`src/rtl/mc_arb_pkg.sv`:
```
// Shared definitions for the MC port arbiter.
// Holds the MC request/response field widths, the MC command encodings and
// the packed request-field record used by the registered request stage.
package mc_arb_pkg;

  localparam int VADR_W = 48;
  localparam int DATA_W = 64;
  localparam int CMD_W  = 3;
  localparam int SCMD_W = 4;
  localparam int SIZE_W = 2;

  // MC command codes. The arbiter forwards commands unchanged; the codes are
  // kept here so requesters and the bench share one definition.
  typedef enum logic [CMD_W-1:0] {
    MC_CMD_IDLE   = 3'd0,
    MC_CMD_RD     = 3'd1,
    MC_CMD_WR     = 3'd2,
    MC_CMD_ATOMIC = 3'd3,
    MC_CMD_RDFL   = 3'd6,
    MC_CMD_WRCMP  = 3'd7
  } mc_cmd_e;

  // Request fields captured by the output register (rtnctl is held
  // separately because its width is a module parameter).
  typedef struct packed {
    logic [VADR_W-1:0] vadr;
    logic [DATA_W-1:0] data;
    logic [SIZE_W-1:0] size;
    logic [CMD_W-1:0]  cmd;
    logic [SCMD_W-1:0] scmd;
  } mc_rq_fields_t;

endpackage

```
`src/rtl/mc_port_arbiter_rr_arbiter.sv`:
```
// Round-robin arbiter with a registered priority pointer.
// Ports:
//   clk, i_reset_n : clock, asynchronous active-low reset
//   req            : per-requester request
//   en             : grant enable; with en=0 no grant is made and ptr holds
//   grant          : one-hot (or zero) grant, combinational from req/ptr/en
module rr_arbiter #(
  parameter int NUM_REQ = 4
) (
  input  logic               clk,
  input  logic               i_reset_n,
  input  logic [NUM_REQ-1:0] req,
  input  logic               en,
  output logic [NUM_REQ-1:0] grant
);

  localparam int PTR_W = (NUM_REQ > 1) ? $clog2(NUM_REQ) : 1;

  logic [PTR_W-1:0] ptr_reg;
  logic [PTR_W-1:0] ptr_next;
  logic [PTR_W-1:0] win_idx;
  logic             found;

  // Scan from ptr upward, wrapping modulo NUM_REQ; first asserted req wins.
  always_comb begin
    logic [PTR_W-1:0] idx;
    found   = 1'b0;
    win_idx = '0;
    idx     = '0;
    for (int k = 0; k < NUM_REQ; k++) begin
      idx = PTR_W'((int'(ptr_reg) + k) % NUM_REQ);
      if (!found && req[idx]) begin
        found   = 1'b1;
        win_idx = idx;
      end
    end
  end

  always_comb begin
    grant = '0;
    if (en && found) begin
      grant[win_idx] = 1'b1;
    end
  end

  always_comb begin
    ptr_next = ptr_reg;
    if (en && found) begin
      ptr_next = (win_idx == PTR_W'(NUM_REQ - 1)) ? '0 : win_idx + 1'b1;
    end
  end

  always_ff @(posedge clk or negedge i_reset_n) begin
    if (!i_reset_n) begin
      ptr_reg <= '0;
    end else begin
      ptr_reg <= ptr_next;
    end
  end

endmodule

```
`src/rtl/mc_port_arbiter.sv`:
```
// Shares one Convey MC port between NUM_REQ requesters.
// Ports:
//   clk, i_reset_n           : clock, asynchronous active-low reset
//   req_* / req_rdy          : requester-side request bus; req_rdy is the
//                              combinational one-hot grant (transfer this cycle)
//   rs_vld / rs_* / rs_stall : response routed by requester ID, fields broadcast
//   mc_rq_* / mc_rq_stall    : registered MC request stage
//   mc_rs_* / mc_rs_stall    : MC response input and registered backpressure
//   port_idle                : registered, high when nothing is outstanding
// The requester ID rides in the top ID_W bits of mc_rq_rtnctl and is stripped
// from rs_rtnctl on the way back.
module mc_port_arbiter
  import mc_arb_pkg::*;
#(
  parameter int NUM_REQ      = 4,
  parameter int RTNCTL_WIDTH = 32,
  parameter int ID_W         = 2,
  parameter int MAX_OUT      = 64,
  parameter int CNT_W        = 7
) (
  input  logic                                    clk,
  input  logic                                    i_reset_n,
  input  logic [NUM_REQ-1:0]                      req_vld,
  output logic [NUM_REQ-1:0]                      req_rdy,
  input  logic [NUM_REQ*VADR_W-1:0]               req_vadr,
  input  logic [NUM_REQ*DATA_W-1:0]               req_data,
  input  logic [NUM_REQ*SIZE_W-1:0]               req_size,
  input  logic [NUM_REQ*CMD_W-1:0]                req_cmd,
  input  logic [NUM_REQ*SCMD_W-1:0]               req_scmd,
  input  logic [NUM_REQ*(RTNCTL_WIDTH-ID_W)-1:0]  req_rtnctl,
  output logic [NUM_REQ-1:0]                      rs_vld,
  output logic [CMD_W-1:0]                        rs_cmd,
  output logic [SCMD_W-1:0]                       rs_scmd,
  output logic [DATA_W-1:0]                       rs_data,
  output logic [RTNCTL_WIDTH-ID_W-1:0]            rs_rtnctl,
  input  logic [NUM_REQ-1:0]                      rs_stall,
  output logic                                    mc_rq_vld,
  output logic [RTNCTL_WIDTH-1:0]                 mc_rq_rtnctl,
  output logic [DATA_W-1:0]                       mc_rq_data,
  output logic [VADR_W-1:0]                       mc_rq_vadr,
  output logic [SIZE_W-1:0]                       mc_rq_size,
  output logic [CMD_W-1:0]                        mc_rq_cmd,
  output logic [SCMD_W-1:0]                       mc_rq_scmd,
  input  logic                                    mc_rq_stall,
  input  logic                                    mc_rs_vld,
  input  logic [CMD_W-1:0]                        mc_rs_cmd,
  input  logic [SCMD_W-1:0]                       mc_rs_scmd,
  input  logic [DATA_W-1:0]                       mc_rs_data,
  input  logic [RTNCTL_WIDTH-1:0]                 mc_rs_rtnctl,
  output logic                                    mc_rs_stall,
  output logic                                    port_idle
);

  localparam int TAG_W = RTNCTL_WIDTH - ID_W;

  // Per-requester views of the flattened request buses.
  logic [VADR_W-1:0] vadr_a [NUM_REQ];
  logic [DATA_W-1:0] data_a [NUM_REQ];
  logic [SIZE_W-1:0] size_a [NUM_REQ];
  logic [CMD_W-1:0]  cmd_a  [NUM_REQ];
  logic [SCMD_W-1:0] scmd_a [NUM_REQ];
  logic [TAG_W-1:0]  tag_a  [NUM_REQ];

  genvar gi;
  generate
    for (gi = 0; gi < NUM_REQ; gi++) begin : g_unpack
      assign vadr_a[gi] = req_vadr[gi*VADR_W +: VADR_W];
      assign data_a[gi] = req_data[gi*DATA_W +: DATA_W];
      assign size_a[gi] = req_size[gi*SIZE_W +: SIZE_W];
      assign cmd_a[gi]  = req_cmd[gi*CMD_W +: CMD_W];
      assign scmd_a[gi] = req_scmd[gi*SCMD_W +: SCMD_W];
      assign tag_a[gi]  = req_rtnctl[gi*TAG_W +: TAG_W];
    end
  endgenerate

  // ---------------------------------------------------------------- grant
  logic [CNT_W-1:0]   out_cnt_reg;
  logic [CNT_W-1:0]   out_cnt_next;
  logic               issue_ok;
  logic               arb_en;
  logic [NUM_REQ-1:0] grant;
  logic               granted;

  assign issue_ok = !mc_rq_stall && (out_cnt_reg < CNT_W'(MAX_OUT));
  // Gating with the reset keeps req_rdy low while reset is held, so no
  // requester believes a transfer happened into a register being cleared.
  assign arb_en   = issue_ok && i_reset_n;

  rr_arbiter #(
    .NUM_REQ (NUM_REQ)
  ) u_rr_arbiter (
    .clk       (clk),
    .i_reset_n (i_reset_n),
    .req       (req_vld),
    .en        (arb_en),
    .grant     (grant)
  );

  assign req_rdy = grant;
  assign granted = |grant;

  // Select the granted requester's fields (grant is one-hot or zero).
  mc_rq_fields_t     sel_fields;
  logic [TAG_W-1:0]  sel_tag;
  logic [ID_W-1:0]   sel_id;

  always_comb begin
    sel_fields = '0;
    sel_tag    = '0;
    sel_id     = '0;
    for (int i = 0; i < NUM_REQ; i++) begin
      if (grant[i]) begin
        sel_fields.vadr = vadr_a[i];
        sel_fields.data = data_a[i];
        sel_fields.size = size_a[i];
        sel_fields.cmd  = cmd_a[i];
        sel_fields.scmd = scmd_a[i];
        sel_tag         = tag_a[i];
        sel_id          = ID_W'(i);
      end
    end
  end

  // ------------------------------------------------------------- response
  logic [ID_W-1:0]    rs_id;
  logic               id_ok;
  logic [NUM_REQ-1:0] rs_vld_next;

  assign rs_id = mc_rs_rtnctl[RTNCTL_WIDTH-1 -: ID_W];

  // When NUM_REQ fills the ID space every ID is legal.
  generate
    if (NUM_REQ == (1 << ID_W)) begin : g_id_full
      assign id_ok = 1'b1;
    end else begin : g_id_part
      assign id_ok = (rs_id < ID_W'(NUM_REQ));
    end
  endgenerate

  generate
    for (gi = 0; gi < NUM_REQ; gi++) begin : g_rs_decode
      assign rs_vld_next[gi] = mc_rs_vld && id_ok && (rs_id == ID_W'(gi));
    end
  endgenerate

  // ---------------------------------------------------- outstanding count
  logic underflow_evt;

  always_comb begin
    out_cnt_next  = out_cnt_reg;
    underflow_evt = mc_rs_vld && (out_cnt_reg == '0);
    if (granted && !mc_rs_vld) begin
      out_cnt_next = out_cnt_reg + 1'b1;
    end else if (!granted && mc_rs_vld && (out_cnt_reg != '0)) begin
      out_cnt_next = out_cnt_reg - 1'b1;
    end
  end

  // ------------------------------------------------------------ registers
  mc_rq_fields_t           rq_fields_reg;
  logic                    rq_vld_reg;
  logic [RTNCTL_WIDTH-1:0] rq_rtnctl_reg;
  logic [NUM_REQ-1:0]      rs_vld_reg;
  logic [CMD_W-1:0]        rs_cmd_reg;
  logic [SCMD_W-1:0]       rs_scmd_reg;
  logic [DATA_W-1:0]       rs_data_reg;
  logic [TAG_W-1:0]        rs_tag_reg;
  logic                    mc_rs_stall_reg;
  logic                    port_idle_reg;
  logic                    err_underflow;
  logic                    err_bad_id;

  always_ff @(posedge clk or negedge i_reset_n) begin
    if (!i_reset_n) begin
      rq_vld_reg      <= 1'b0;
      rq_fields_reg   <= '0;
      rq_rtnctl_reg   <= '0;
      rs_vld_reg      <= '0;
      rs_cmd_reg      <= '0;
      rs_scmd_reg     <= '0;
      rs_data_reg     <= '0;
      rs_tag_reg      <= '0;
      mc_rs_stall_reg <= 1'b0;
      port_idle_reg   <= 1'b1;
      out_cnt_reg     <= '0;
      err_underflow   <= 1'b0;
      err_bad_id      <= 1'b0;
    end else begin
      rq_vld_reg <= granted;
      if (granted) begin
        rq_fields_reg <= sel_fields;
        rq_rtnctl_reg <= {sel_id, sel_tag};
      end
      rs_vld_reg <= rs_vld_next;
      if (mc_rs_vld) begin
        rs_cmd_reg  <= mc_rs_cmd;
        rs_scmd_reg <= mc_rs_scmd;
        rs_data_reg <= mc_rs_data;
        rs_tag_reg  <= mc_rs_rtnctl[TAG_W-1:0];
      end
      mc_rs_stall_reg <= |rs_stall;
      out_cnt_reg     <= out_cnt_next;
      // Computed from next-state values so port_idle tracks the cycle in
      // which mc_rq_vld and the count are actually presented.
      port_idle_reg   <= (out_cnt_next == '0) && !granted;
      if (underflow_evt) begin
        err_underflow <= 1'b1;
      end
      if (mc_rs_vld && !id_ok) begin
        err_bad_id <= 1'b1;
      end
    end
  end

  assign mc_rq_vld    = rq_vld_reg;
  assign mc_rq_rtnctl = rq_rtnctl_reg;
  assign mc_rq_vadr   = rq_fields_reg.vadr;
  assign mc_rq_data   = rq_fields_reg.data;
  assign mc_rq_size   = rq_fields_reg.size;
  assign mc_rq_cmd    = rq_fields_reg.cmd;
  assign mc_rq_scmd   = rq_fields_reg.scmd;
  assign rs_vld       = rs_vld_reg;
  assign rs_cmd       = rs_cmd_reg;
  assign rs_scmd      = rs_scmd_reg;
  assign rs_data      = rs_data_reg;
  assign rs_rtnctl    = rs_tag_reg;
  assign mc_rs_stall  = mc_rs_stall_reg;
  assign port_idle    = port_idle_reg;

endmodule

```
`config.mk`:
```
export PLATFORM = sky130hd
export DESIGN_NAME = mc_port_arbiter
export DESIGN_NICKNAME = d
export VERILOG_FILES = /design/src/rtl/mc_arb_pkg.sv /design/src/rtl/mc_port_arbiter_rr_arbiter.sv /design/src/rtl/mc_port_arbiter.sv
export SDC_FILE = /design/constraint.sdc
export NUM_CORES = 1
export LEC_CHECK = 0
export CORE_AREA = 4 4 383 385
export DETAILED_ROUTE_END_ITERATION = 12
export DIE_AREA = 0 0 387 389
export PLACE_DENSITY_LB_ADDON = 0.2
export SLEW_MARGIN = 20
export SYNTH_ARGS = -nofsm -noshare
export SYNTH_HDL_FRONTEND = slang
export SYNTH_SLANG_ARGS = --single-unit
```
`constraint.sdc`:
```
create_clock -name clk -period 9.2 [get_ports clk]
set_clock_uncertainty 0.15 [all_clocks]
set_input_delay 0.92 -clock clk [delete_from_list [all_inputs] [get_ports clk]]
set_output_delay 0.92 -clock clk [all_outputs]
set_load 0.01 [all_outputs]
```
[Word-level counts from Yosys, hierarchy flattened]
Cells that the tools add are included.
Storage, ports and cells
  flip-flop bits (word level): 270
  logic and storage cells: 92
  input bits: 719
  output and inout bits: 265
Operators by class
  eq/ne operators: 4
  reduce and logical (&&, ||, !) cells: 26
  order comparisons: 7
  add/sub/neg operators: 6
  multiplexer cells: 33
Operator list (count)
  2-to-1 mux 121 bit: 4
  2-to-1 mux 30 bit: 4
  logical AND 1 bit: 15
  less-than comparator 2 x 3 -> 1 bit (second input constant): 5
  2-to-1 mux 2 bit: 7
  2-to-1 mux 7 bit: 2
  2-to-1 mux 1 bit: 10
  binary-select mux 1 bit (select 2 bit): 4
  OR reduction 4 bit: 2
  adder 7 x 1 -> 7 bit (second input constant): 1
  logical NOT 7 bit: 1
  less-than comparator 7 bit (second input constant): 1
  nonzero test 7 bit: 1
  subtractor 7 x 1 -> 7 bit (second input constant): 1
  == test 2 bit (second input constant): 3
  logical NOT 1 bit: 6
  adder 2 x 1 -> 2 bit (second input constant): 2
  adder 2 bit (second input constant): 2
  2-to-1 mux 4 bit: 1
  demux 1 bit (select 2 bit): 1
  == test 2 x 1 -> 1 bit (second input constant): 1
  greater-or-equal comparator 2 x 1 -> 1 bit (second input constant): 1
  logical NOT 2 bit: 1

[Depth between registers and ports, before layout]
Gate-level depths: netlist of run 1.
  word-level depth: 25
  gate-level depth with buffers: 14
  mapped depth without buffers: 13

[Cells and area by module]
Synthesis of run 1 repeated with hierarchy kept, for this count alone.
Second synthesis, totals
  cells, all modules: 1188
  area total of the unflattened synthesis: 13036.3 um^2
By module, submodules not included
  mc_port_arbiter: area each 12784.8 um^2, sequential area each 6707.7 um^2, cells each 1161, instances 1
  rr_arbiter: area each 251.5 um^2, sequential area each 50.0 um^2, cells each 27, instances 1

[Worst setup path after synthesis of run 1]
No wires, ideal clock.
  path kind: input to register
  start: in req_vld[3]
  end: reg port_idle_reg, in the netlist port_idle
  buffers on the path: 1
  setup slack: 5230 ps
  data required time: 8975 ps
  data arrival time: 3745 ps
  library setup time: 75 ps
  stages on the path: 11
  path through: nor4_1 -> nor2_1 -> ha_1 -> buf_6 -> or4_4 -> nand3_4 -> inv_4 -> mux2_4 -> a211o_1 -> or4_1 -> nor3_2
On the way
  longest elaborated chain between the ends: 25
  elaborated cells between the ends (all ways): 38
  classes of those cells: order compare: 2; mux: 21; reduce/logical: 15
Ends and longest elaborated chain
  start, declared: line mc_port_arbiter.sv:23  | input logic [NUM_REQ-1:0] req_vld,
  binary-select mux 1 bit (select 2 bit): line mc_port_arbiter_rr_arbiter.sv:32  | if (!found && req[idx]) begin
  2-to-1 mux 1 bit (implied by the code): line mc_port_arbiter_rr_arbiter.sv:32
  2-to-1 mux 1 bit: line mc_port_arbiter_rr_arbiter.sv:32
  logical NOT 1 bit: line mc_port_arbiter_rr_arbiter.sv:32
  logical AND 1 bit: line mc_port_arbiter_rr_arbiter.sv:32
  2-to-1 mux 1 bit: line mc_port_arbiter_rr_arbiter.sv:32
  logical NOT 1 bit: line mc_port_arbiter_rr_arbiter.sv:32
  logical AND 1 bit: line mc_port_arbiter_rr_arbiter.sv:32
  [10 not listed]
  named net granted: line mc_port_arbiter.sv:82  | logic granted;
  logical NOT 1 bit: line mc_port_arbiter.sv:154  | end else if (!granted && mc_rs_vld && (out_cnt_reg != '0)) begin
  logical AND 1 bit (2 in series): line mc_port_arbiter.sv:154
  2-to-1 mux 7 bit: line mc_port_arbiter.sv:154
  2-to-1 mux 7 bit *: line mc_port_arbiter.sv:152  | if (granted && !mc_rs_vld) begin
  named net out_cnt_next[4]: line mc_port_arbiter.sv:78  | logic [CNT_W-1:0] out_cnt_next;
  logical NOT 7 bit *: line mc_port_arbiter.sv:205  | port_idle_reg <= (out_cnt_next == '0) && !granted;
  logical AND 1 bit *: line mc_port_arbiter.sv:205
  end signal, assigned: line mc_port_arbiter.sv:205
  end, declared: line mc_port_arbiter.sv:169  | logic port_idle_reg;
Mark *: on every way through the listed nets, which the timed path passes. The rest lies on a longest branch. The select of a mux whose other input is x is not followed.
A chain may end at the register's enable or synchronous reset.

[Worst setup path in the final report of run 1]
  start: in req_vld[3]
  end: out req_rdy[2]
On the way
  longest elaborated chain between the ends: 17
  elaborated cells between the ends (all ways): 29
  classes of those cells: order compare: 2; mux: 19; reduce/logical: 8
Ends and longest elaborated chain
  binary-select mux 1 bit (select 2 bit): line mc_port_arbiter_rr_arbiter.sv:32
  2-to-1 mux 1 bit (implied by the code): line mc_port_arbiter_rr_arbiter.sv:32
  2-to-1 mux 1 bit: line mc_port_arbiter_rr_arbiter.sv:32
  logical NOT 1 bit: line mc_port_arbiter_rr_arbiter.sv:32
  logical AND 1 bit: line mc_port_arbiter_rr_arbiter.sv:32
  2-to-1 mux 1 bit: line mc_port_arbiter_rr_arbiter.sv:32
  logical NOT 1 bit: line mc_port_arbiter_rr_arbiter.sv:32
  logical AND 1 bit: line mc_port_arbiter_rr_arbiter.sv:32
  2-to-1 mux 1 bit: line mc_port_arbiter_rr_arbiter.sv:32
  logical NOT 1 bit: line mc_port_arbiter_rr_arbiter.sv:32
  logical AND 1 bit: line mc_port_arbiter_rr_arbiter.sv:32
  2-to-1 mux 2 bit: line mc_port_arbiter_rr_arbiter.sv:32
  less-than comparator 2 x 3 -> 1 bit (implied by the code) or greater-or-equal comparator 2 x 1 -> 1 bit (tied branches): line mc_port_arbiter_rr_arbiter.sv:42  | grant[win_idx] = 1'b1;
  logical AND 1 bit (implied by the code): line mc_port_arbiter_rr_arbiter.sv:42
  2-to-1 mux 1 bit (implied by the code): line mc_port_arbiter_rr_arbiter.sv:42
  demux 1 bit (select 2 bit)
  2-to-1 mux 4 bit *: line mc_port_arbiter_rr_arbiter.sv:41  | if (en && found) begin
  end, declared: line mc_port_arbiter.sv:24  | output logic [NUM_REQ-1:0] req_rdy,
Every way passes the cells marked *; elsewhere a longest branch is shown, timed or not. The select of a mux whose other input is x is not followed.

==> results.cfg, run 1 <==
[cts]
clockRootBuffer = sky130_fd_sc_hd__clkbuf_16
post-cts-setup-buffer-count = 0
tritoncts_num_sinks = 270
cts.repair.resized = 0
cts_bufs_inserted = 40
hold_buffers = 0
clock_tree.buffer_depth = 3
cts_tree = done
clk_transition_reported_paths_ns = 0.05
cts-htree-levels = 2
worstSkewPairLatency_ns = 0.57

[power]
power.clock.fraction_pct = 25.7
power.density_cell_area_nw_per_um2 = 231
pwr-share-comb_pct = 42.9
internal_power_mw = 3.88
fin_total_pwr_mw = 6.02
p_seq_share_pct = 31.4
switching_power_mw = 2.14
switching_share_pct = 35.5
cellLeakagePower_nw = 9.68
worst_ir_drop_vdd_mv = 0.111

[placed_design]
globalplace.congestion = 0.779
port_buffers = 983
placed_cells = 3993
placed_standard_cell_area_um2 = 24800
detailed_placer_s_ending_hpwl_mm = 67.5

[synthesis]
synth.cells.most_frequent = 269 x sky130_fd_sc_hd__dfrtp_1, 157 x sky130_fd_sc_hd__nand2_1, 140 x sky130_fd_sc_hd__a221oi_1
ys_warn_count = 0
synth_flop_cell = sky130_fd_sc_hd__dfrtp_1
synth_area_leaders = sky130_fd_sc_hd__dfrtp_1 53%, sky130_fd_sc_hd__a221oi_1 9.6%, sky130_fd_sc_hd__mux2_2 9.0%
synth_top_area_share_pct = 52.9
yosysSeqAreaShare_pct = 53.1
ffs_latches_synth = 270
netlist.top_cell.by_area = sky130_fd_sc_hd__dfrtp_1
post_synth_inst_count = 1205
synth_enable_flop_cells = 0
synth_area_per_cell_um2 = 10.6
yosysMostFrequentCell = sky130_fd_sc_hd__dfrtp_1
synth_area_um2 = 12700
synth.net_count = 1931
postSynth.asyncResetShare_pct = 100
yosysUniqueCellTypes = 57

[job]
maxCapViolations = 0

[cells_and_area]
post_route_cells_drive_above_1_share_pct = 9.03
synthToLayoutAreaGrowth_pct = 105
utilization_pct = 18.2
layout.cells.non_filler = 4071
layout.cell_area.non_filler_um2 = 26100
design.final.nets = 2858

[floorplan]
initial_cell_density_of_the_core_pct = 8.89
core_area_um2 = 143000
io_pins = 984
die_w_um = 387
die-height_um = 389
row_count = 139
floorplan.die_area_um2 = 151000

[timing]
max_slew_violation_count = 0
report.final.setup_viol = 0
grt_setup_unrepaired = false
worst_slew_margin_rel_pct = 36.7
setup_total_negative_slack_ns = 0
final_period_minus_worst_setup_slack_ns = 5.17
max_freq_ghz = 0.194
worstMarginPinSlew_ns = 0.950
period_share_pct = 56.1
final_hold_violations = 0

[run_status]
run_status = complete, no violations

[route]
post_drt_via_cell_ratio = 3.51
route.detailed.drc = 0
detail_route.wirelength_mm = 88.5
via_count = 14284
drt_iter0_drc = 629
postRouteAntennaNets = 0
avgRoutedWirePerCell_um = 21.7
detail_route.first_pass.iterations = 5

[grt]
antenna_violations_before_repair = 26
grt_max_degree = 110
grt_util_all_layers_pct = 11.1
grt_overflow_total = 0
first_pass_grt_wire_length_mm = 120
vias_in_the_first_global_route = 15163

[setup_path]
critical_path_arrival_ns = 4.10
crit_path_max_fanout = 17
type_of_the_worst_setup_path = input pin to primary output
worstSetupEndpointType = primary output
critPathLaunchType = input pin
critPathRequiredTime_ns = 8.13

[min_path]
hold_path_class = input pin to async pin
## power by group through the flow
| stage | Clock, mW | Combinational (mW) | Sequential [mW] |
|---|---|---|---|
| final | 1.55 | 2.58 | 1.89 |
| after global routing | 1.68 | 2.82 | 1.95 |
| after CTS | 1.64 | 2.66 | 1.90 |
| after detailed placement | 0 | 2.65 | 1.91 |
| after global placement | 0 | 2.66 | 1.92 |
| after floorplan | 0 | 0.828 | 2.02 |
## area by class of cell
class | instances | area (µm²)
fill | 15850 | 117000
multi-input combinational | 796 | 5470
clock buffer | 61 | 1200
sequential | 270 | 6760
inverter | 21 | 81.3
timing repair buffer | 1003 | 10100
clock inverter | 8 | 83.8
tap | 1903 | 2380
antenna | 9 | 22.5
## metrics by stage
step / setup WS [ns] / hold slack (ns)
after global routing: 3.59 / 0.105
after CTS: 3.94 / 0.0749
final: 4.03 / 0.125
after global placement: 3.70 / 0.313
after floorplan: 5.23 / 0.337
after detailed placement: 3.69 / 0.322
## logic make-up (layout without fill, tap and decap cells)
kind of cell               count (synthesis)  in the layout  share of synthesized area (%)
AOI/OAI and AO/OA                        483            483                           25.6
DFF                                      270            270                           53.1
and+or+nand+nor                          199            199                           6.95
buffers and inverters                    139           1093                           4.20
muxes                                    105            105                           9.30
adders and majority gates                  7              7                          0.688
xor gates and xnor gates                   2              2                          0.138
other                                      0              9                              0
## placed cells by master (no fill, tap or decap), types with 2 or more instances in the layout
master / netlist / routed
sky130_fd_sc_hd__clkdlybuf4s50_1: 0 / 981
sky130_fd_sc_hd__o22ai_1: 139 / 139
sky130_fd_sc_hd__inv_1: 20 / 20
sky130_fd_sc_hd__mux2_2: 102 / 102
sky130_fd_sc_hd__or3_1: 2 / 2
sky130_fd_sc_hd__o31ai_1: 2 / 2
sky130_fd_sc_hd__nor4b_1: 3 / 2
sky130_fd_sc_hd__clkbuf_16: 0 / 42
sky130_fd_sc_hd__nand4b_1: 2 / 2
sky130_fd_sc_hd__a22oi_1: 12 / 12
sky130_fd_sc_hd__nor2_1: 6 / 6
sky130_fd_sc_hd__nand2_1: 157 / 156
sky130_fd_sc_hd__clkinv_4: 0 / 2
sky130_fd_sc_hd__a2bb2oi_1: 2 / 2
sky130_fd_sc_hd__a221oi_1: 140 / 140
sky130_fd_sc_hd__diode_2: 0 / 9
sky130_fd_sc_hd__o211ai_1: 3 / 3
sky130_fd_sc_hd__buf_4: 0 / 15
sky130_fd_sc_hd__o21ai_0: 37 / 37
sky130_fd_sc_hd__mux2i_1: 2 / 2
sky130_fd_sc_hd__clkbuf_8: 0 / 8
sky130_fd_sc_hd__nor3_1: 3 / 3
sky130_fd_sc_hd__nand3_1: 2 / 2
sky130_fd_sc_hd__o21ai_1: 118 / 118
sky130_fd_sc_hd__or4_1: 3 / 3
sky130_fd_sc_hd__nor3b_1: 4 / 4
sky130_fd_sc_hd__and3_1: 3 / 2
sky130_fd_sc_hd__a21oi_1: 6 / 6
sky130_fd_sc_hd__a222oi_1: 12 / 12
sky130_fd_sc_hd__a41oi_1: 2 / 2
sky130_fd_sc_hd__ha_1: 7 / 7
sky130_fd_sc_hd__dfrtp_1: 269 / 269
sky130_fd_sc_hd__buf_12: 0 / 6
sky130_fd_sc_hd__clkbuf_1: 108 / 11
sky130_fd_sc_hd__clkinv_2: 0 / 4
## layer usage
layer  GRT usage (%)  part of all wire [%]
met2            20.6                    53
met1            11.6                    36
met3            4.16                   8.2
met5               0                 0.084
met4            3.29                   2.5
## final timing paths
check	startpoint	to	slack, ns	cells after the start
setup / recovery	req_vld[3]	req_rdy[2]	4.03	8
hold / removal	i_reset_n	mc_rq_rtnctl[24]	0.12	1
setup reg to reg	u_rr_arbiter.ptr_reg[1]	mc_rq_vadr[32]	4.94	12
hold reg to reg	mc_rq_data[16]	mc_rq_data[16]	0.33	2
max in group asynchronous	i_reset_n	mc_rq_vadr[12]	6.33	4
min in group clk	mc_rq_data[16]	mc_rq_data[16]	0.33	2
## critical path: stages
cell                              delay (ns)
sky130_fd_sc_hd__clkdlybuf4s50_1        0.46
sky130_fd_sc_hd__nor4_1                 0.62
sky130_fd_sc_hd__nor2_1                 0.18
sky130_fd_sc_hd__inv_1                  0.12
sky130_fd_sc_hd__ha_1                   0.71
sky130_fd_sc_hd__inv_1                  0.21
sky130_fd_sc_hd__nor3_1                 0.27
sky130_fd_sc_hd__clkdlybuf4s50_1        0.61
No activity file was read; power rests on OpenSTA's default activity.
==> run 2: changes to the inputs <==
--- a/config.mk
+++ b/config.mk
@@ -5,9 +5,9 @@
 export SDC_FILE = /design/constraint.sdc
 export NUM_CORES = 1
 export LEC_CHECK = 0
-export CORE_AREA = 4 4 383 385
+export CORE_AREA = 4 4 376 378
 export DETAILED_ROUTE_END_ITERATION = 12
-export DIE_AREA = 0 0 387 389
+export DIE_AREA = 0 0 380 382
 export PLACE_DENSITY_LB_ADDON = 0.2
 export SLEW_MARGIN = 20
 export SYNTH_ARGS = -nofsm -noshare
==> constraint.sdc (replaced) <==
create_clock -name clk -period 5.2 [get_ports clk]
set_clock_uncertainty 0.15 [all_clocks]
set_input_delay 0.52 -clock clk [delete_from_list [all_inputs] [get_ports clk]]
set_output_delay 0.52 -clock clk [all_outputs]
set_load 0.01 [all_outputs]
==> run 2 against run 1 <==
Net effect: non-clock buffer count up 27; core utilization rose by 0.86 points; clock-buffer cell count decreased by 8; first-iteration DRC count increased by 15%; worst hold slack improved by 0.20 ns; clock power grew 83%; critical path depth stayed put; sequential share of layout area fell by 0.15 points; routed wire length increased by 5.6%; global-route usage rose by 1.2 points; sequential power rose by 79%; power rose by 82%; largest power group unchanged; highest routed layer unchanged.
==> results.cfg, run 2 (synthesis gave the netlist of run 1 again) <==
[setup_path]
crit_path_max_fanout = 58
worstReg2RegEnd = port_idle
type_of_the_worst_setup_path = input pin to primary output
worstSetupEndpointType = primary output
critical_path_arrival_ns = 3.61
critPathRequiredTime_ns = 4.53
ff2ff_setup_slack_ns = 1.66
timing.rr.start = u_rr_arbiter.ptr_reg[0]
critPathLaunchType = input pin
reg2regPathDepth = 12

[cts]
tritoncts_num_sinks = 270
cts_bufs_inserted = 41
clk_transition_reported_paths_ns = 0.06
cts-htree-levels = 2
clockRootBuffer = sky130_fd_sc_hd__clkbuf_16
post-cts-setup-buffer-count = 0
worstSkewPairLatency_ns = 0.59
clock_tree.buffer_depth = 3
cts_tree = done

[placed_design]
post-place-ws_ns = 0.685
detailed_placer_s_ending_hpwl_mm = 74.1
globalplace.congestion = 0.864
placed_cells = 3910
port_buffers = 983

[timing]
setup_total_negative_slack_ns = 0
worstMarginPinSlew_ns = 0.874
finalWorstSetupSlack_ns = 0.919
max_freq_ghz = 0.234
final_hold_violations = 0
finalHoldWorstSlack_ns = 0.329
max_slew_violation_count = 0
final_period_minus_worst_setup_slack_ns = 4.28
worst_slew_margin_rel_pct = 41.7
grt_setup_unrepaired = false
report.final.setup_viol = 0
period_share_pct = 82.3

[grt]
grt_util_all_layers_pct = 12.3
vias_in_the_first_global_route = 15716
antenna_violations_before_repair = 29
grt_overflow_total = 0
grt_max_degree = 87
first_pass_grt_wire_length_mm = 127

[floorplan]
die_w_um = 380
floorplan.die_area_um2 = 145000
io_pins = 984
row_count = 136
initial_cell_density_of_the_core_pct = 9.26
core_area_um2 = 137000
die-height_um = 382

[cells_and_area]
nFillCells = 15174
layout.cells.non_filler = 3996
design.final.nets = 2886
post_route_cells_drive_above_1_share_pct = 10.3
layout_common_cells = 981 x sky130_fd_sc_hd__clkdlybuf4s50_1, 269 x sky130_fd_sc_hd__dfrtp_1, 156 x sky130_fd_sc_hd__nand2_1, 140 x sky130_fd_sc_hd__a221oi_1, 139 x sky130_fd_sc_hd__o22ai_1
synthToLayoutAreaGrowth_pct = 106
layout.cells.most_common = sky130_fd_sc_hd__clkdlybuf4s50_1

[route]
drt_iter0_drc = 725
detail_route.wirelength_mm = 93.4
detail_route.first_pass.iterations = 5
via_count = 14339
avgRoutedWirePerCell_um = 23.4
postRouteAntennaNets = 0
route.detailed.drc = 0
post_drt_via_cell_ratio = 3.59

[min_path]
hold_path_class = input pin to async pin

[power]
worst_ir_drop_vdd_mv = 0.211
fin_total_pwr_mw = 10.9
power.density_cell_area_nw_per_um2 = 417
cellLeakagePower_nw = 9.83

[run_status]
run_status = complete, no violations

[job]
maxCapViolations = 0
-- run 2: changes by cell type in the layout (fill, tap and decap cells not counted), moves of 2 or more --
cell                         before  now
sky130_fd_sc_hd__clkinv_4         2    0
sky130_fd_sc_hd__clkinv_2         4    9
sky130_fd_sc_hd__buf_12           6    8
sky130_fd_sc_hd__clkinvlp_4       0    2
sky130_fd_sc_hd__diode_2          9   16
sky130_fd_sc_hd__clkbuf_1        11    5
sky130_fd_sc_hd__buf_4           15   39
-- run 2: where the power goes --
group	internal [mW]	switching (mW)
registers	2.85	0.540
clock network	1.65	1.19
logic	2.43	2.28
-- run 2: area by class of cell --
cell class                      instances  area, µm²  area share (%)
Timing Repair Buffer                 1030      10300            39.3
Sequential cell                       270       6760            25.8
Multi-Input combinational cell        796       5460            20.8
Tap cell                             1794       2240            8.56
Clock buffer                           53       1140            4.35
Clock inverter                         16        186           0.711
Inverter                               21       81.3           0.310
Antenna cell                           16       40.0           0.153
-- run 2: repair_timing --
item / CTS / global route
hold buffers: 1 / 0
endpoints found under the setup margin: 0 / 0
gates resized for setup: 0 / 0
hold endpoints to repair: 53 / 0
-- run 2: critical path: stages --
cell	delay [ns]
sky130_fd_sc_hd__dlygate4sd3_1	0.57
sky130_fd_sc_hd__buf_8	0.41
sky130_fd_sc_hd__or3b_2	0.53
sky130_fd_sc_hd__nor2_1	0.11
sky130_fd_sc_hd__buf_4	0.30
sky130_fd_sc_hd__nand2_4	0.32
sky130_fd_sc_hd__inv_1	0.18
sky130_fd_sc_hd__clkdlybuf4s50_1	0.64
-- run 2: worst max-delay path by stage --
stage                    start                to  cells past startpoint
detailed placement  req_vld[3]  mc_rq_rtnctl[19]                     10
floorplan           req_vld[3]         port_idle                     11
global route         i_reset_n        req_rdy[3]                      8
CTS                  i_reset_n        req_rdy[3]                      8
finish               i_reset_n        req_rdy[3]                      8
global placement    req_vld[3]    mc_rq_vadr[12]                     10
-- run 2: metrics by stage --
stage | area (µm²) | utilization (%)
after detailed placement | 24800 | 18.1
after floorplan | 12700 | -
after global routing | 26200 | 19.1
final | 26200 | 19.1
after CTS | 26200 | 19.0
after global placement | 24800 | 18.1
-- run 2: routing by layer --
metal | track usage (%) | up-vias | wire length [µm]
met5 | 0 | - | 76
met4 | 4.62 | 10 | 3000
met3 | 5.21 | 117 | 8750
met2 | 21.8 | 583 | 47900
met1 | 12.9 | 7029 | 33700
li1 | - | 6600 | -
==> run 3: changes to the inputs <==
==> constraint.sdc (replaced) <==
create_clock -name clk -period 4.1 [get_ports clk]
set_clock_uncertainty 0.15 [all_clocks]
set_input_delay 0.41 -clock clk [delete_from_list [all_inputs] [get_ports clk]]
set_output_delay 0.41 -clock clk [all_outputs]
set_load 0.01 [all_outputs]
==> run 3 against run 2 <==
Net effect: largest power group unchanged; worst hold slack got worse by 0.067 ns; die area stayed put; setup slack got worse by 0.57 ns; largest cell class unchanged; combinational power rose by 28%; critical path depth rose by 1; clock power is 26% higher.
==> results.cfg, run 3 (synthesis gave the netlist of run 1 again) <==
[run_status]
run_status = complete, no violations

[cts]
post-cts-setup-buffer-count = 0
cts-htree-levels = 2
cts_bufs_inserted = 40
tritoncts_num_sinks = 270
clockRootBuffer = sky130_fd_sc_hd__clkbuf_16
clk_transition_reported_paths_ns = 0.07
worstSkewPairLatency_ns = 0.59
cts_tree = done
hold_buffers = 1
cts.repair.resized = 0
clock_tree.buffer_depth = 3

[job]
maxCapViolations = 0

[route]
detail_route.first_pass.iterations = 5
via_count = 14432
post_drt_via_cell_ratio = 3.59
postRouteAntennaNets = 0
detail_route.wirelength_mm = 92.8
route.detailed.drc = 0
drt_iter0_drc = 622
avgRoutedWirePerCell_um = 23.1

[cells_and_area]
post_route_cells_drive_above_1_share_pct = 11.7
design.final.nets = 2918
synthToLayoutAreaGrowth_pct = 108
layout.cells.non_filler = 4024
layout_common_cells = 981 x sky130_fd_sc_hd__clkdlybuf4s50_1, 269 x sky130_fd_sc_hd__dfrtp_1, 156 x sky130_fd_sc_hd__nand2_1, 140 x sky130_fd_sc_hd__a221oi_1, 139 x sky130_fd_sc_hd__o22ai_1
layout.cells.most_common = sky130_fd_sc_hd__clkdlybuf4s50_1

[power]
cellLeakagePower_nw = 10.0
switching_power_mw = 5.04
power.density_cell_area_nw_per_um2 = 524
power.clock.fraction_pct = 25.8
switching_share_pct = 36.3
internal_power_mw = 8.85
p_seq_share_pct = 30.6
worst_ir_drop_vdd_mv = 0.214
fin_total_pwr_mw = 13.9
pwr-share-comb_pct = 43.6

[timing]
worst_slew_margin_rel_pct = 30.6
final_period_minus_worst_setup_slack_ns = 3.75
final_hold_violations = 0
period_share_pct = 91.5
worstMarginPinSlew_ns = 1.04
setup_total_negative_slack_ns = 0
report.final.setup_viol = 0
grt_setup_unrepaired = false
max_freq_ghz = 0.267
max_slew_violation_count = 0

[grt]
antenna_violations_before_repair = 18
grt_overflow_total = 0
first_pass_grt_wire_length_mm = 127
grt_max_degree = 126
grt_util_all_layers_pct = 12.2
vias_in_the_first_global_route = 15897

[setup_path]
ff2ff_setup_slack_ns = 0.55
crit_path_max_fanout = 27
critical-path-top-delay-family = buffers and inverters
worst-path-buf-inv = 3
crit_end = req_rdy[3]
worst_path_cell_trace = mux2i_1, a21oi_1, o21ai_0, nor2_1, ha_1, buf_4, nand2_4, inv_1, clkdlybuf4s50_1
worstReg2RegEnd = port_idle
worstSetupEndpointType = primary output
worst_setup_path_startpoint = u_rr_arbiter.ptr_reg[1]
worstSetupPathDepth = 9
critical_path_arrival_ns = 3.19
type_of_the_worst_setup_path = register to primary output
slowest_stage = sky130_fd_sc_hd__clkdlybuf4s50_1
critPathLaunchType = register
critical-path-max-stage-delay_ns = 0.62
timing.rr.start = u_rr_arbiter.ptr_reg[1]
critPathRequiredTime_ns = 3.54
reg2regPathDepth = 13

[min_path]
hold_path_class = input pin to register

[placed_design]
placed_cells = 3943
globalplace.congestion = 0.839
detailed_placer_s_ending_hpwl_mm = 74.0
port_buffers = 983

[floorplan]
initial_cell_density_of_the_core_pct = 9.26
die-height_um = 382
floorplan.die_area_um2 = 145000
die_w_um = 380
row_count = 136
io_pins = 984
core_area_um2 = 137000
==> run 3: power groups by stage <==
stage / clock network, mW / logic [mW] / registers (mW)
finish: 3.58 / 6.05 / 4.25
global route: 3.88 / 6.59 / 4.38
CTS: 3.80 / 6.21 / 4.28
detailed placement: 0 / 6.18 / 4.30
global placement: 0 / 6.22 / 4.30
floorplan: 0 / 1.86 / 4.54
==> run 3: metrics by stage <==
stage | utilization, % | area (µm²) | setup slack (ns) | hold slack, ns
3_3_place_gp | 18.3 | 25100 | 0.0796 | 0.311
5_1_grt | 19.3 | 26500 | 0.0707 | 0.220
3_5_place_dp | 18.3 | 25100 | 0.0583 | 0.324
4_1_cts | 19.2 | 26500 | 0.267 | 0.179
6_report | 19.3 | 26500 | 0.351 | 0.261
2_1_floorplan | - | 12700 | 0.640 | -0.0356
==> run 3: worst min-delay path by stage <==
stage                     startpoint                to  depth (start not counted)
floorplan                  i_reset_n      mc_rq_cmd[0]                          0
global placement    mc_rq_rtnctl[31]  mc_rq_rtnctl[31]                          1
detailed placement    mc_rq_data[17]    mc_rq_data[17]                          2
CTS                      req_data[5]     mc_rq_data[5]                          3
global route             rs_stall[2]       mc_rs_stall                          2
finish                     mc_rs_vld    out_cnt_reg[1]                          4
==> run 3: layout make-up <==
class / count / area (µm²)
Inverter: 21 / 81.3
Fill cell: 15209 / 111000
Clock buffer: 60 / 1200
Clock inverter: 13 / 123
Sequential cell: 270 / 6760
Timing Repair Buffer: 1063 / 10600
Multi-Input combinational cell: 796 / 5460
Tap cell: 1794 / 2240
Antenna cell: 7 / 17.5
==> run 3: tightest hold or removal path, stage by stage <==
cell and delay, ns:
sky130_fd_sc_hd__buf_4 0.27, sky130_fd_sc_hd__nand2_1 0.12, sky130_fd_sc_hd__o211ai_1 0.08, sky130_fd_sc_hd__o31ai_1 0.07
==> run 3: layer usage <==
layer	global-route usage [%]	up-vias	share of wire, %	routed length [µm]
li1	-	6683	-	-
met1	12.9	7114	36	33800
met2	22.4	528	52	48400
met3	5.07	93	8.9	8260
met4	3.15	14	2.4	2200
met5	0	-	0.079	73
